--- src/rtl/multicycle_control_if.sv ---
// Bus between the multicycle controller and its datapath/memory side.
// Memory handshake: mem_req is the valid, mem_ready the ready. A request
// completes in the cycle both are high; until then the controller holds
// mem_req and its qualifiers (mem_we, mem_fetch, mem_size, mem_unsigned)
// stable. mem_ready seen while mem_req is low has no effect.
interface multicycle_control_if;
  logic [6:0] opcode;
  logic [2:0] funct3;
  logic       mem_ready;
  logic       branch_taken;
  logic       mem_req;
  logic       mem_we;
  logic       mem_fetch;
  logic [1:0] mem_size;
  logic       mem_unsigned;
  logic       ir_write;
  logic       pc_write;
  logic [1:0] pc_src;
  logic [1:0] alu_op;
  logic       alu_src;
  logic       reg_write;
  logic       mem_to_reg;
  logic       lui;
  logic       auipc;
  logic       jal;
  logic       jalr;
  logic       branch;
  logic       instr_retired;
  logic       illegal;
  logic       bus_error;
  logic [2:0] state;

  // Controller side
  modport master (
    input  opcode, funct3, mem_ready, branch_taken,
    output mem_req, mem_we, mem_fetch, mem_size, mem_unsigned, ir_write,
           pc_write, pc_src, alu_op, alu_src, reg_write, mem_to_reg, lui,
           auipc, jal, jalr, branch, instr_retired, illegal, bus_error, state
  );

  // Datapath / memory side
  modport slave (
    output opcode, funct3, mem_ready, branch_taken,
    input  mem_req, mem_we, mem_fetch, mem_size, mem_unsigned, ir_write,
           pc_write, pc_src, alu_op, alu_src, reg_write, mem_to_reg, lui,
           auipc, jal, jalr, branch, instr_retired, illegal, bus_error, state
  );
endinterface

--- src/rtl/multicycle_control.sv ---
// Multicycle RV32I-style control FSM: FETCH, DECODE, EXECUTE, MEMORY,
// WRITEBACK and a sticky TRAP. Instruction class and funct3 are captured in
// DECODE; all later outputs come from those registers, never from the
// live opcode/funct3 inputs. Memory waits are bounded by MEM_TIMEOUT.
module multicycle_control #(
  parameter int MEM_TIMEOUT  = 16,
  parameter bit TRAP_ILLEGAL = 1'b1
) (
  input  logic clk,
  input  logic rst_n,
  multicycle_control_if.master bus
);

  // Zero timeout still needs a 1-bit counter so the declarations stay legal.
  localparam int CW = (MEM_TIMEOUT > 0) ? $clog2(MEM_TIMEOUT + 1) : 1;
  localparam logic [CW-1:0] LAST_WAIT = (MEM_TIMEOUT > 0) ? CW'(MEM_TIMEOUT - 1) : '0;

  typedef enum logic [2:0] {
    S_FETCH     = 3'd0,
    S_DECODE    = 3'd1,
    S_EXECUTE   = 3'd2,
    S_MEMORY    = 3'd3,
    S_WRITEBACK = 3'd4,
    S_TRAP      = 3'd7
  } state_e;

  typedef enum logic [3:0] {
    C_ILLEGAL = 4'd0,
    C_R       = 4'd1,
    C_I       = 4'd2,
    C_LOAD    = 4'd3,
    C_STORE   = 4'd4,
    C_BRANCH  = 4'd5,
    C_JAL     = 4'd6,
    C_JALR    = 4'd7,
    C_LUI     = 4'd8,
    C_AUIPC   = 4'd9
  } class_e;

  state_e        state_q, state_d;
  class_e        cls_q, cls_d;
  logic [2:0]    funct3_q, funct3_d;
  logic [CW-1:0] cnt_q, cnt_d;
  logic          illegal_q, illegal_d;
  logic          bus_error_q, bus_error_d;

  logic          wait_expired;
  logic [CW-1:0] cnt_inc;

  // Opcode/funct3 classification, including the reserved funct3 encodings.
  function automatic class_e classify(input logic [6:0] op, input logic [2:0] f3);
    class_e c;
    case (op)
      7'b0110011: c = C_R;
      7'b0010011: c = C_I;
      7'b0000011: c = (f3 == 3'd3 || f3 == 3'd6 || f3 == 3'd7) ? C_ILLEGAL : C_LOAD;
      7'b0100011: c = (f3 > 3'd2) ? C_ILLEGAL : C_STORE;
      7'b1100011: c = (f3 == 3'd2 || f3 == 3'd3) ? C_ILLEGAL : C_BRANCH;
      7'b1101111: c = C_JAL;
      7'b1100111: c = (f3 != 3'd0) ? C_ILLEGAL : C_JALR;
      7'b0110111: c = C_LUI;
      7'b0010111: c = C_AUIPC;
      default:    c = C_ILLEGAL;
    endcase
    return c;
  endfunction

  // The waiting cycle that carries count LAST_WAIT is the final one allowed.
  assign wait_expired = (MEM_TIMEOUT != 0) && (cnt_q == LAST_WAIT);
  assign cnt_inc      = (MEM_TIMEOUT != 0) ? cnt_q + 1'b1 : '0;

  // Next-state logic; the wait counter is zero on every path except a
  // continued wait, so it is clear on each entry to FETCH or MEMORY.
  always_comb begin
    state_d     = state_q;
    cls_d       = cls_q;
    funct3_d    = funct3_q;
    cnt_d       = '0;
    illegal_d   = illegal_q;
    bus_error_d = bus_error_q;
    case (state_q)
      S_FETCH: begin
        if (bus.mem_ready) begin
          state_d = S_DECODE;
        end else if (wait_expired) begin
          state_d     = S_TRAP;
          bus_error_d = 1'b1;
        end else begin
          cnt_d = cnt_inc;
        end
      end
      S_DECODE: begin
        cls_d    = classify(bus.opcode, bus.funct3);
        funct3_d = bus.funct3;
        if (cls_d == C_ILLEGAL && TRAP_ILLEGAL) begin
          state_d   = S_TRAP;
          illegal_d = 1'b1;
        end else begin
          state_d = S_EXECUTE;
        end
      end
      S_EXECUTE: begin
        case (cls_q)
          C_BRANCH:       state_d = S_FETCH;
          C_LOAD, C_STORE: state_d = S_MEMORY;
          default:        state_d = S_WRITEBACK;
        endcase
      end
      S_MEMORY: begin
        if (bus.mem_ready) begin
          state_d = (cls_q == C_LOAD) ? S_WRITEBACK : S_FETCH;
        end else if (wait_expired) begin
          state_d     = S_TRAP;
          bus_error_d = 1'b1;
        end else begin
          cnt_d = cnt_inc;
        end
      end
      S_WRITEBACK: state_d = S_FETCH;
      S_TRAP:      state_d = S_TRAP;
      default:     state_d = S_TRAP;
    endcase
  end

  // State registers with synchronous active-low reset.
  always_ff @(posedge clk) begin
    if (!rst_n) begin
      state_q     <= S_FETCH;
      cls_q       <= C_ILLEGAL;
      funct3_q    <= 3'd0;
      cnt_q       <= '0;
      illegal_q   <= 1'b0;
      bus_error_q <= 1'b0;
    end else begin
      state_q     <= state_d;
      cls_q       <= cls_d;
      funct3_q    <= funct3_d;
      cnt_q       <= cnt_d;
      illegal_q   <= illegal_d;
      bus_error_q <= bus_error_d;
    end
  end

  // Output decode from state and registered class; all zero while in reset.
  always_comb begin
    bus.mem_req       = 1'b0;
    bus.mem_we        = 1'b0;
    bus.mem_fetch     = 1'b0;
    bus.mem_size      = 2'b00;
    bus.mem_unsigned  = 1'b0;
    bus.ir_write      = 1'b0;
    bus.pc_write      = 1'b0;
    bus.pc_src        = 2'b00;
    bus.alu_op        = 2'b00;
    bus.alu_src       = 1'b0;
    bus.reg_write     = 1'b0;
    bus.mem_to_reg    = 1'b0;
    bus.lui           = 1'b0;
    bus.auipc         = 1'b0;
    bus.jal           = 1'b0;
    bus.jalr          = 1'b0;
    bus.branch        = 1'b0;
    bus.instr_retired = 1'b0;
    bus.illegal       = 1'b0;
    bus.bus_error     = 1'b0;
    bus.state         = 3'd0;
    if (rst_n) begin
      bus.state     = state_q;
      bus.illegal   = illegal_q;
      bus.bus_error = bus_error_q;
      // Datapath selects are held from EXECUTE through WRITEBACK.
      if (state_q == S_EXECUTE || state_q == S_WRITEBACK) begin
        case (cls_q)
          C_R:     bus.alu_op = 2'b10;
          C_I:     begin bus.alu_op = 2'b10; bus.alu_src = 1'b1; end
          C_LOAD,
          C_STORE: begin bus.alu_op = 2'b00; bus.alu_src = 1'b1; end
          C_BRANCH: begin bus.alu_op = 2'b01; bus.branch = 1'b1; end
          C_JALR:  begin bus.alu_src = 1'b1; bus.jalr = 1'b1; end
          C_JAL:   bus.jal = 1'b1;
          C_LUI:   bus.lui = 1'b1;
          C_AUIPC: begin bus.auipc = 1'b1; bus.alu_src = 1'b1; end
          default: ;
        endcase
      end
      case (state_q)
        S_FETCH: begin
          bus.mem_req   = 1'b1;
          bus.mem_fetch = 1'b1;
          bus.mem_size  = 2'b10;
          bus.ir_write  = bus.mem_ready;
        end
        S_EXECUTE: begin
          if (cls_q == C_BRANCH) begin
            bus.pc_write      = 1'b1;
            bus.pc_src        = bus.branch_taken ? 2'b01 : 2'b00;
            bus.instr_retired = 1'b1;
          end
        end
        S_MEMORY: begin
          bus.mem_req      = 1'b1;
          bus.mem_we       = (cls_q == C_STORE);
          bus.mem_size     = funct3_q[1:0];
          bus.mem_unsigned = funct3_q[2] & (cls_q == C_LOAD);
          if (bus.mem_ready && cls_q == C_STORE) begin
            bus.pc_write      = 1'b1;
            bus.instr_retired = 1'b1;
          end
        end
        S_WRITEBACK: begin
          bus.reg_write     = (cls_q != C_ILLEGAL);
          bus.mem_to_reg    = (cls_q == C_LOAD);
          bus.pc_write      = 1'b1;
          bus.instr_retired = 1'b1;
          bus.pc_src        = (cls_q == C_JAL)  ? 2'b01 :
                              (cls_q == C_JALR) ? 2'b10 : 2'b00;
        end
        default: ;
      endcase
    end
  end

endmodule

--- src/flat_wrapper.sv ---
// flat-port wrapper written by rule: the top's interface ports become plain ports
module multicycle_control_flat 
#(
  parameter int MEM_TIMEOUT  = 16,
  parameter bit TRAP_ILLEGAL = 1'b1
)
  (clk, rst_n, bus_opcode, bus_funct3, bus_mem_ready, bus_branch_taken, bus_mem_req, bus_mem_we, bus_mem_fetch, bus_mem_size, bus_mem_unsigned, bus_ir_write, bus_pc_write, bus_pc_src, bus_alu_op, bus_alu_src, bus_reg_write, bus_mem_to_reg, bus_lui, bus_auipc, bus_jal, bus_jalr, bus_branch, bus_instr_retired, bus_illegal, bus_bus_error, bus_state);
  multicycle_control_if bus_i ();
  input  logic clk;
  input  logic rst_n;
  input wire logic [$bits(bus_i.opcode)-1:0] bus_opcode;
  input wire logic [$bits(bus_i.funct3)-1:0] bus_funct3;
  input wire logic [$bits(bus_i.mem_ready)-1:0] bus_mem_ready;
  input wire logic [$bits(bus_i.branch_taken)-1:0] bus_branch_taken;
  output wire logic [$bits(bus_i.mem_req)-1:0] bus_mem_req;
  output wire logic [$bits(bus_i.mem_we)-1:0] bus_mem_we;
  output wire logic [$bits(bus_i.mem_fetch)-1:0] bus_mem_fetch;
  output wire logic [$bits(bus_i.mem_size)-1:0] bus_mem_size;
  output wire logic [$bits(bus_i.mem_unsigned)-1:0] bus_mem_unsigned;
  output wire logic [$bits(bus_i.ir_write)-1:0] bus_ir_write;
  output wire logic [$bits(bus_i.pc_write)-1:0] bus_pc_write;
  output wire logic [$bits(bus_i.pc_src)-1:0] bus_pc_src;
  output wire logic [$bits(bus_i.alu_op)-1:0] bus_alu_op;
  output wire logic [$bits(bus_i.alu_src)-1:0] bus_alu_src;
  output wire logic [$bits(bus_i.reg_write)-1:0] bus_reg_write;
  output wire logic [$bits(bus_i.mem_to_reg)-1:0] bus_mem_to_reg;
  output wire logic [$bits(bus_i.lui)-1:0] bus_lui;
  output wire logic [$bits(bus_i.auipc)-1:0] bus_auipc;
  output wire logic [$bits(bus_i.jal)-1:0] bus_jal;
  output wire logic [$bits(bus_i.jalr)-1:0] bus_jalr;
  output wire logic [$bits(bus_i.branch)-1:0] bus_branch;
  output wire logic [$bits(bus_i.instr_retired)-1:0] bus_instr_retired;
  output wire logic [$bits(bus_i.illegal)-1:0] bus_illegal;
  output wire logic [$bits(bus_i.bus_error)-1:0] bus_bus_error;
  output wire logic [$bits(bus_i.state)-1:0] bus_state;
  assign bus_i.opcode = bus_opcode;
  assign bus_i.funct3 = bus_funct3;
  assign bus_i.mem_ready = bus_mem_ready;
  assign bus_i.branch_taken = bus_branch_taken;
  assign bus_mem_req = bus_i.mem_req;
  assign bus_mem_we = bus_i.mem_we;
  assign bus_mem_fetch = bus_i.mem_fetch;
  assign bus_mem_size = bus_i.mem_size;
  assign bus_mem_unsigned = bus_i.mem_unsigned;
  assign bus_ir_write = bus_i.ir_write;
  assign bus_pc_write = bus_i.pc_write;
  assign bus_pc_src = bus_i.pc_src;
  assign bus_alu_op = bus_i.alu_op;
  assign bus_alu_src = bus_i.alu_src;
  assign bus_reg_write = bus_i.reg_write;
  assign bus_mem_to_reg = bus_i.mem_to_reg;
  assign bus_lui = bus_i.lui;
  assign bus_auipc = bus_i.auipc;
  assign bus_jal = bus_i.jal;
  assign bus_jalr = bus_i.jalr;
  assign bus_branch = bus_i.branch;
  assign bus_instr_retired = bus_i.instr_retired;
  assign bus_illegal = bus_i.illegal;
  assign bus_bus_error = bus_i.bus_error;
  assign bus_state = bus_i.state;
  multicycle_control #(.MEM_TIMEOUT(MEM_TIMEOUT), .TRAP_ILLEGAL(TRAP_ILLEGAL)) u_core (.clk(clk), .rst_n(rst_n), .bus(bus_i));
endmodule
--- config.mk ---
export PLATFORM = sky130hd
export DESIGN_NAME = multicycle_control_flat
export DESIGN_NICKNAME = d
export VERILOG_FILES = /design/src/rtl/multicycle_control_if.sv /design/src/rtl/multicycle_control.sv /design/src/flat_wrapper.sv
export SDC_FILE = /design/constraint.sdc
export NUM_CORES = 1
export LEC_CHECK = 0
export BUFFER_PORTS_ARGS = -buffer_cell sky130_fd_sc_hd__buf_2
export CORE_MARGIN = 2
export CORE_UTILIZATION = 35
export DETAILED_ROUTE_END_ITERATION = 8
export HOLD_SLACK_MARGIN = 0.05
export SKIP_LAST_GASP = 1
export SLEW_MARGIN = 0
export SYNTH_ARGS = -nofsm -noshare
export SYNTH_HDL_FRONTEND = slang
export SYNTH_SLANG_ARGS = --single-unit
--- constraint.sdc ---
create_clock -name clk -period 2.8 [get_ports clk]
set_input_delay 0.14 -clock clk [delete_from_list [all_inputs] [get_ports clk]]
set_output_delay 0.14 -clock clk [all_outputs]
set_load 0.1 [all_outputs]
==> results.json, run 1 <==
{
  "p_seq_share_pct": 31.3,
  "worstPathMaxFanout": 13,
  "rsz0062_at_grt": "no",
  "die_w_um": 64.1,
  "netSwitchingPower_uw": 788,
  "htree_num_levels": 1,
  "grt_usage_pct": 17.5,
  "synthTopCellsByArea": "dfxtp_1 27%, nor2_1 5.4%, o21ai_0 5.2%",
  "dr.pass1.iters": 4,
  "ys_types": 42,
  "place_inst": 247,
  "drtIter0Drc": 47,
  "skew_ns": 0.00631,
  "hp-class": "primary input to register",
  "hold_viol_final": 0,
  "cp.buffers_inverters": 2,
  "worst_r2r_path_depth": 8,
  "fin_util_pct": 46.4,
  "intPower_uw": 549,
  "port_buffers": 39,
  "maxSlewHeadroom_pct": 64.8,
  "r2r-start": "u_core.cnt_q[0]",
  "ys_warn_count": 0,
  "endpoint_kind": "output port",
  "cts_tree": "done",
  "vdd_drop_max_v": 0.000696,
  "cts_buffers": 3,
  "vias": 1317,
  "yosysTopAreaCell": "dfxtp_1",
  "cts_hold_buffers": 0,
  "clk_pin_slew_ns": 0.11,
  "setup_viol": 0,
  "nets": 222,
  "row_count": 21,
  "synth_edf_count": 0,
  "holdPathStages": 3,
  "power_frac_clock_pct": 10.2,
  "yosys_most_used_dff": "dfxtp_1",
  "post-route-min-period_ns": 2.57,
  "synthCells": 172,
  "avgSynthCellArea_sq_um": 7.34,
  "path_cells": "inv_1, nor2_1, o21bai_2, nor4_4, a21o_2, buf_2",
  "post-route-drc-count": 0,
  "via_per_inst": 5.25,
  "die_area_sq_mm": 0.00410,
  "post_drt_wl_per_cell_um": 13.3,
  "maxCapViolCount": 0,
  "post-route-period-util_pct": 91.8,
  "clk_latency_ns": 0.30,
  "area_delta_synth_final_pct": 24.7,
  "core-area_sq_mm": 0.00339,
  "startpoint": "u_core.state_q[1]",
  "synth_top_area_share_pct": 27.0,
  "worstPathArrival_ns": 2.43,
  "powerDensity_mw_per_mm2": 849,
  "slowest_stage": "dfxtp_1",
  "tightest_slew_ns": 0.528,
  "drtAntennaViolNets": 0,
  "min-delay-start": "bus_funct3[1]",
  "yosysSeqAreaShare_pct": 27.0,
  "io_pins": 40,
  "antennaDiodeCount": 0,
  "synth-seq-cells": 17,
  "timing.fmax_ghz": 0.389,
  "cts_root_buffer": "clkbuf_4",
  "critPathTopFamily": "flip-flops",
  "die_y_um": 64.1,
  "gp_congestion": 0.861,
  "comb_power_share_pct": 58.5,
  "worstPathRequired_ns": 2.66,
  "synth_fp_nets": 188,
  "drive_gt1_share_pct": 31.2,
  "initial_core_util_pct": 37.2,
  "grt_first_pass_wirelength_um": 5670,
  "final_cells": 251,
  "post-cts-setup-buffers": 0,
  "cp_slowest_stage_delay_ns": 0.63,
  "ys_async_sr_fraction_pct": 0,
  "drv_slew": 0,
  "antenna_found_initial": 0,
  "synthesis.area_sq_mm": 0.00126,
  "startpoint_type": "register",
  "grt_pass1_vias": 1223,
  "outcome": "finished, final reports clean",
  "nFillCells": 387,
  "cts_sinks": 17,
  "cp.depth": 6,
  "power.leakage_nw": 0.654,
  "clk_path_buf_depth": 2,
  "cts.repair.resized": 0,
  "switching_share_pct": 58.9,
  "wl_um": 3340,
  "grt_max_degree": 20,
  "hpwl_um": 2670,
  "criticalPathCategory": "register to output port",
  "grt_overflow": 0
}
-- area by class of cell --
cell class / instances / area, sq um / area share [%]
clock buffer: 3 / 22.5 / 1.43
clock inverter: 1 / 7.51 / 0.477
inverter: 10 / 37.5 / 2.38
multi-input combinational: 135 / 913 / 58.0
sequential: 17 / 340 / 21.6
tap: 46 / 57.6 / 3.66
timing repair buffer: 39 / 195 / 12.4
-- Yosys cell counts (2+ instances only) --
| cell type | count |
|---|---|
| and2_1 | 7 |
| nor3_1 | 11 |
| ha_1 | 2 |
| nand3b_1 | 4 |
| nor2_1 | 18 |
| buf_4 | 2 |
| nand4_1 | 3 |
| a21oi_1 | 8 |
| clkbuf_2 | 2 |
| nand2b_1 | 4 |
| a21o_1 | 3 |
| nand3_1 | 4 |
| buf_2 | 4 |
| o21ai_0 | 13 |
| nor4_1 | 4 |
| nand2_1 | 15 |
| dfxtp_1 | 17 |
| xor2_1 | 2 |
| inv_1 | 10 |
| a21boi_0 | 4 |
| and3_1 | 3 |
| xnor2_1 | 2 |
| nor2b_1 | 5 |
| clkbuf_1 | 2 |
| or3_1 | 2 |
| a31oi_1 | 3 |
| o21a_1 | 3 |
-- metrics by stage --
step	TNS [ns]	power, mW	area, sq um	setup WS [ns]	hold WS, ns
2_1_floorplan	-0.816	1.08	1340	-0.752	0.285
3_3_place_gp	0	1.19	1540	0.626	0.431
3_5_place_dp	0	1.20	1540	0.557	0.446
4_1_cts	0	1.34	1570	0.211	0.137
5_1_grt	0	1.43	1570	0.0392	0.142
6_report	0	1.34	1570	0.229	0.138
-- cells in the final DEF (no fill, tap or decap), types with 2 or more instances in the layout --
cell type / synthesis / routed
o21a_1: 3 / 3
ha_1: 2 / 2
nand4_1: 3 / 3
clkbuf_4: 0 / 3
xnor2_1: 2 / 2
o21ai_0: 13 / 13
buf_2: 4 / 39
nor2b_1: 5 / 4
nor3_2: 0 / 7
and3_1: 3 / 3
nor3_1: 11 / 3
and2_1: 7 / 7
nor2_1: 18 / 18
nand2_1: 15 / 15
nand2b_1: 4 / 4
nand3b_1: 4 / 4
inv_1: 10 / 10
nand3_1: 4 / 4
or3_1: 2 / 2
xor2_1: 2 / 2
a31oi_1: 3 / 3
nor3b_4: 1 / 2
dfxtp_1: 17 / 17
a21oi_1: 8 / 8
nor4_2: 0 / 3
a21o_1: 3 / 2
a21boi_0: 4 / 4
-- final timing paths --
path,to,slack [ns]
worst max-delay path,bus_pc_src[0],0.23
worst min-delay path,u_core.funct3_q[1],0.14
worst max register to register,u_core.state_q[2],0.90
worst min register to register,u_core.cnt_q[0],0.47
-- power by group through the flow --
stage               logic (mW)  registers (mW)  clock network (mW)
detailed placement       0.781           0.424                   0
global route             0.844           0.433               0.157
finish                   0.781           0.419               0.136
floorplan                0.751           0.330                   0
global placement         0.772           0.418                   0
CTS                      0.785           0.418               0.143
-- state kept, by name, summed over array words and instances (netlist names) --
register            count
u_core.illegal_q        1
u_core.cls_q            4
u_core.funct3_q         3
u_core.state_q          3
u_core.cnt_q            5
u_core.bus_error_q      1
-- worst min-delay path: cells and delay by family --
family,cells,cell delay [ns]
AOI/OAI and AO/OA,1,0.07
buffers and inverters,1,0.12
and+or+nand+nor,1,0.06
-- routing by layer --
metal | up-vias | part of all wire [%] | track usage (%)
met3 | 2 | 5.4 | 4.58
met5 | - | 0 | 0
met2 | 36 | 50 | 30.9
met4 | 0 | 0.42 | 2.45
li1 | 675 | - | -
met1 | 604 | 44 | 21.7
-- kinds of logic (layout without fill, tap and decap cells) --
logic type	after synthesis	after routing	share of synthesized area, %
and+or+nand+nor	85	85	38.0
AOI/OAI and AO/OA	44	44	23.2
buffers and inverters	20	53	7.14
DFF	17	17	27.0
xor gates and xnor gates	4	4	2.78
adders and majority gates	2	2	1.98
Power figures use the tool's default switching activity.
==> inputs of run 2 (changes only) <==
Settings changed: ABC_AREA set to 1.
==> results.json, run 2 <==
{
  "startpoint_type": "register",
  "r2r-start": "u_core.cnt_q[0]",
  "grt_overflow": 0,
  "worst_r2r_path_depth": 10,
  "yosys_most_used_dff": "dfxtp_1",
  "rsz0062_at_grt": "no",
  "post_drt_wl_per_cell_um": 9.93,
  "synth-seq-cells": 17,
  "via_per_inst": 4.52,
  "nFillCells": 390,
  "hp-class": "primary input to register",
  "report.power.total_mw": 1.42,
  "die_area_sq_mm": 0.00415,
  "cts_hold_buffers": 0,
  "synth_fp_nets": 226,
  "worstPathMaxFanout": 7,
  "worstPathRequired_ns": 2.66,
  "drv_slew": 0,
  "maxSlewHeadroom_pct": 67.3,
  "die_y_um": 64.4,
  "cts_sinks": 17,
  "intPower_uw": 555,
  "clk_pin_slew_ns": 0.11,
  "regMostFlops": "u_core.cnt_q",
  "clk_path_buf_depth": 2,
  "grt_first_pass_wirelength_um": 4970,
  "synth_top_area_share_pct": 26.6,
  "post-cts-setup-buffers": 0,
  "fin_util_pct": 45.5,
  "grt_max_degree": 16,
  "cts_tree": "done",
  "outcome": "finished, final reports clean",
  "tightest_slew_ns": 0.494,
  "synth_common_cells": "39 x nand2_1, 37 x nor2_1, 31 x inv_1",
  "drtIter0Drc": 44,
  "ys_types": 30,
  "r2r_slack_ns": 1.28,
  "synthesis.area_sq_mm": 0.00128,
  "criticalPathCategory": "register to output port",
  "holdPathStages": 2,
  "core-area_sq_mm": 0.00342,
  "cts.repair.resized": 0,
  "io_pins": 40,
  "skew_ns": 0.00667,
  "ys_warn_count": 0,
  "vias": 1338,
  "final_cells": 296,
  "worstPathArrival_ns": 2.04,
  "comb_power_share_pct": 63.6,
  "post-route-period-util_pct": 77.8,
  "place_area_sq_mm": 0.00153,
  "synthCells": 210,
  "netSwitchingPower_uw": 869,
  "avgSynthCellArea_sq_um": 6.09,
  "switching_share_pct": 61.0,
  "r2r-end": "u_core.state_q[0]",
  "hold_viol_final": 0,
  "nets": 267,
  "place_inst": 292,
  "cts_root_buffer": "clkbuf_4",
  "synth_edf_count": 0,
  "p_seq_share_pct": 27.0,
  "maxCapViolCount": 0,
  "vdd_drop_max_v": 0.000827,
  "yosysTopAreaCell": "dfxtp_1",
  "row_count": 21,
  "area_delta_synth_final_pct": 21.6,
  "cts_buffers": 3,
  "port_buffers": 39,
  "grt_pass1_vias": 1203,
  "setup_viol": 0,
  "timing.fmax_ghz": 0.459,
  "dr.pass1.iters": 4,
  "drive_gt1_share_pct": 29.2,
  "hpwl_um": 2490,
  "antenna_found_initial": 0,
  "powerDensity_mw_per_mm2": 916,
  "initial_core_util_pct": 37.4,
  "htree_num_levels": 1,
  "min-delay-start": "bus_mem_ready",
  "ys_async_sr_fraction_pct": 0,
  "yosysSeqAreaShare_pct": 26.6,
  "holdPathEnd": "u_core.bus_error_q",
  "layout_common_cells": "39 x nand2_1, 39 x buf_2, 37 x nor2_1, 31 x inv_1, 17 x dfxtp_1",
  "clk_latency_ns": 0.29,
  "power.leakage_nw": 0.802,
  "endpoint_kind": "output port",
  "design_area_sq_mm": 0.00156,
  "power_frac_clock_pct": 9.4,
  "largestRegisters": "u_core.cnt_q (5), u_core.cls_q (4)",
  "post-route-min-period_ns": 2.18,
  "drtAntennaViolNets": 0,
  "yosysMostFrequentCell": "nand2_1",
  "grt_usage_pct": 14.8,
  "largest_register_ffs": 5,
  "post-route-drc-count": 0,
  "wl_um": 2940,
  "gp_congestion": 0.869,
  "synthTopCellsByArea": "dfxtp_1 27%, nand2_1 11%, nor2_1 11%",
  "die_w_um": 64.4,
  "antennaDiodeCount": 0
}
-- run 2: cell types whose count changed after synthesis, moves of 5 or more --
cell / change
o21ai_0: -10
and2_1: -7
inv_2: +8
inv_1: +21
nand2_1: +24
nand3_1: +12
nor2_1: +19
nor2b_1: -5
-- run 2: cells by family (layout without fill, tap and decap cells) --
family	after synthesis	in the layout	synth area share [%]
flip-flops	17	17	26.6
XOR/XNOR	1	1	0.685
AO/OA/AOI/OAI	24	24	10.7
adder cells (fa/ha/maj)	2	2	1.96
buffers and inverters	43	83	13.9
AND/OR/NAND/NOR	123	123	46.2
-- run 2: power groups by stage --
stage	Clock [mW]	Combinational, mW	Sequential (mW)
4_1_cts	0.141	0.912	0.383
6_report	0.134	0.906	0.384
2_1_floorplan	0	0.798	0.363
3_3_place_gp	0	0.911	0.386
3_5_place_dp	0	0.910	0.388
5_1_grt	0.151	0.981	0.395
-- run 2: critical path, cell delays in order, from the launching register on --
cell and delay, ns:
dfxtp_1 0.57, nand3_1 0.18, inv_1 0.10, nor2_1 0.04
nor2_1 0.13, nand2_1 0.12, nor3_1 0.16, buf_2 0.45
-- run 2: layer usage --
| metal | share of wire [%] | global-route usage, % | vias to the layer above |
|---|---|---|---|
| met2 | 41 | 23.3 | 31 |
| met5 | 0 | 0 | - |
| met3 | 5.2 | 2.95 | 4 |
| met4 | 0.99 | 3.99 | 0 |
| met1 | 52 | 20.6 | 557 |
| li1 | - | - | 746 |
-- run 2: stage by stage --
| stage | worst slack (ns) | hold WS (ns) | setup TNS (ns) |
|---|---|---|---|
| after global placement | 1.01 | 0.423 | 0 |
| after global routing | 0.431 | 0.113 | 0 |
| after detailed placement | 0.939 | 0.425 | 0 |
| final | 0.621 | 0.108 | 0 |
| after CTS | 0.605 | 0.0937 | 0 |
| after floorplan | -0.269 | 0.240 | -0.872 |
-- run 2: layout make-up --
class / count / area (sq um) / area share (%)
clock buffer: 3 / 22.5 / 1.45
multi-input combinational: 150 / 783 / 50.4
inverter: 40 / 151 / 9.73
tap: 46 / 57.6 / 3.70
timing repair buffer: 39 / 195 / 12.6
sequential: 17 / 340 / 21.9
clock inverter: 1 / 5.00 / 0.322
-- run 2: worst max-delay path by stage --
stage                 startpoint  depth (start not counted)       endpoint  slack [ns]
3_3_place_gp   u_core.state_q[1]                          7        bus_jal        1.01
2_1_floorplan  u_core.state_q[1]                          6  bus_alu_op[0]       -0.27
5_1_grt        u_core.state_q[1]                          7  bus_alu_op[0]        0.43
3_5_place_dp   u_core.state_q[1]                          7  bus_alu_op[0]        0.94
6_report       u_core.state_q[1]                          7  bus_alu_op[0]        0.62
4_1_cts        u_core.state_q[1]                          7  bus_alu_op[0]        0.61
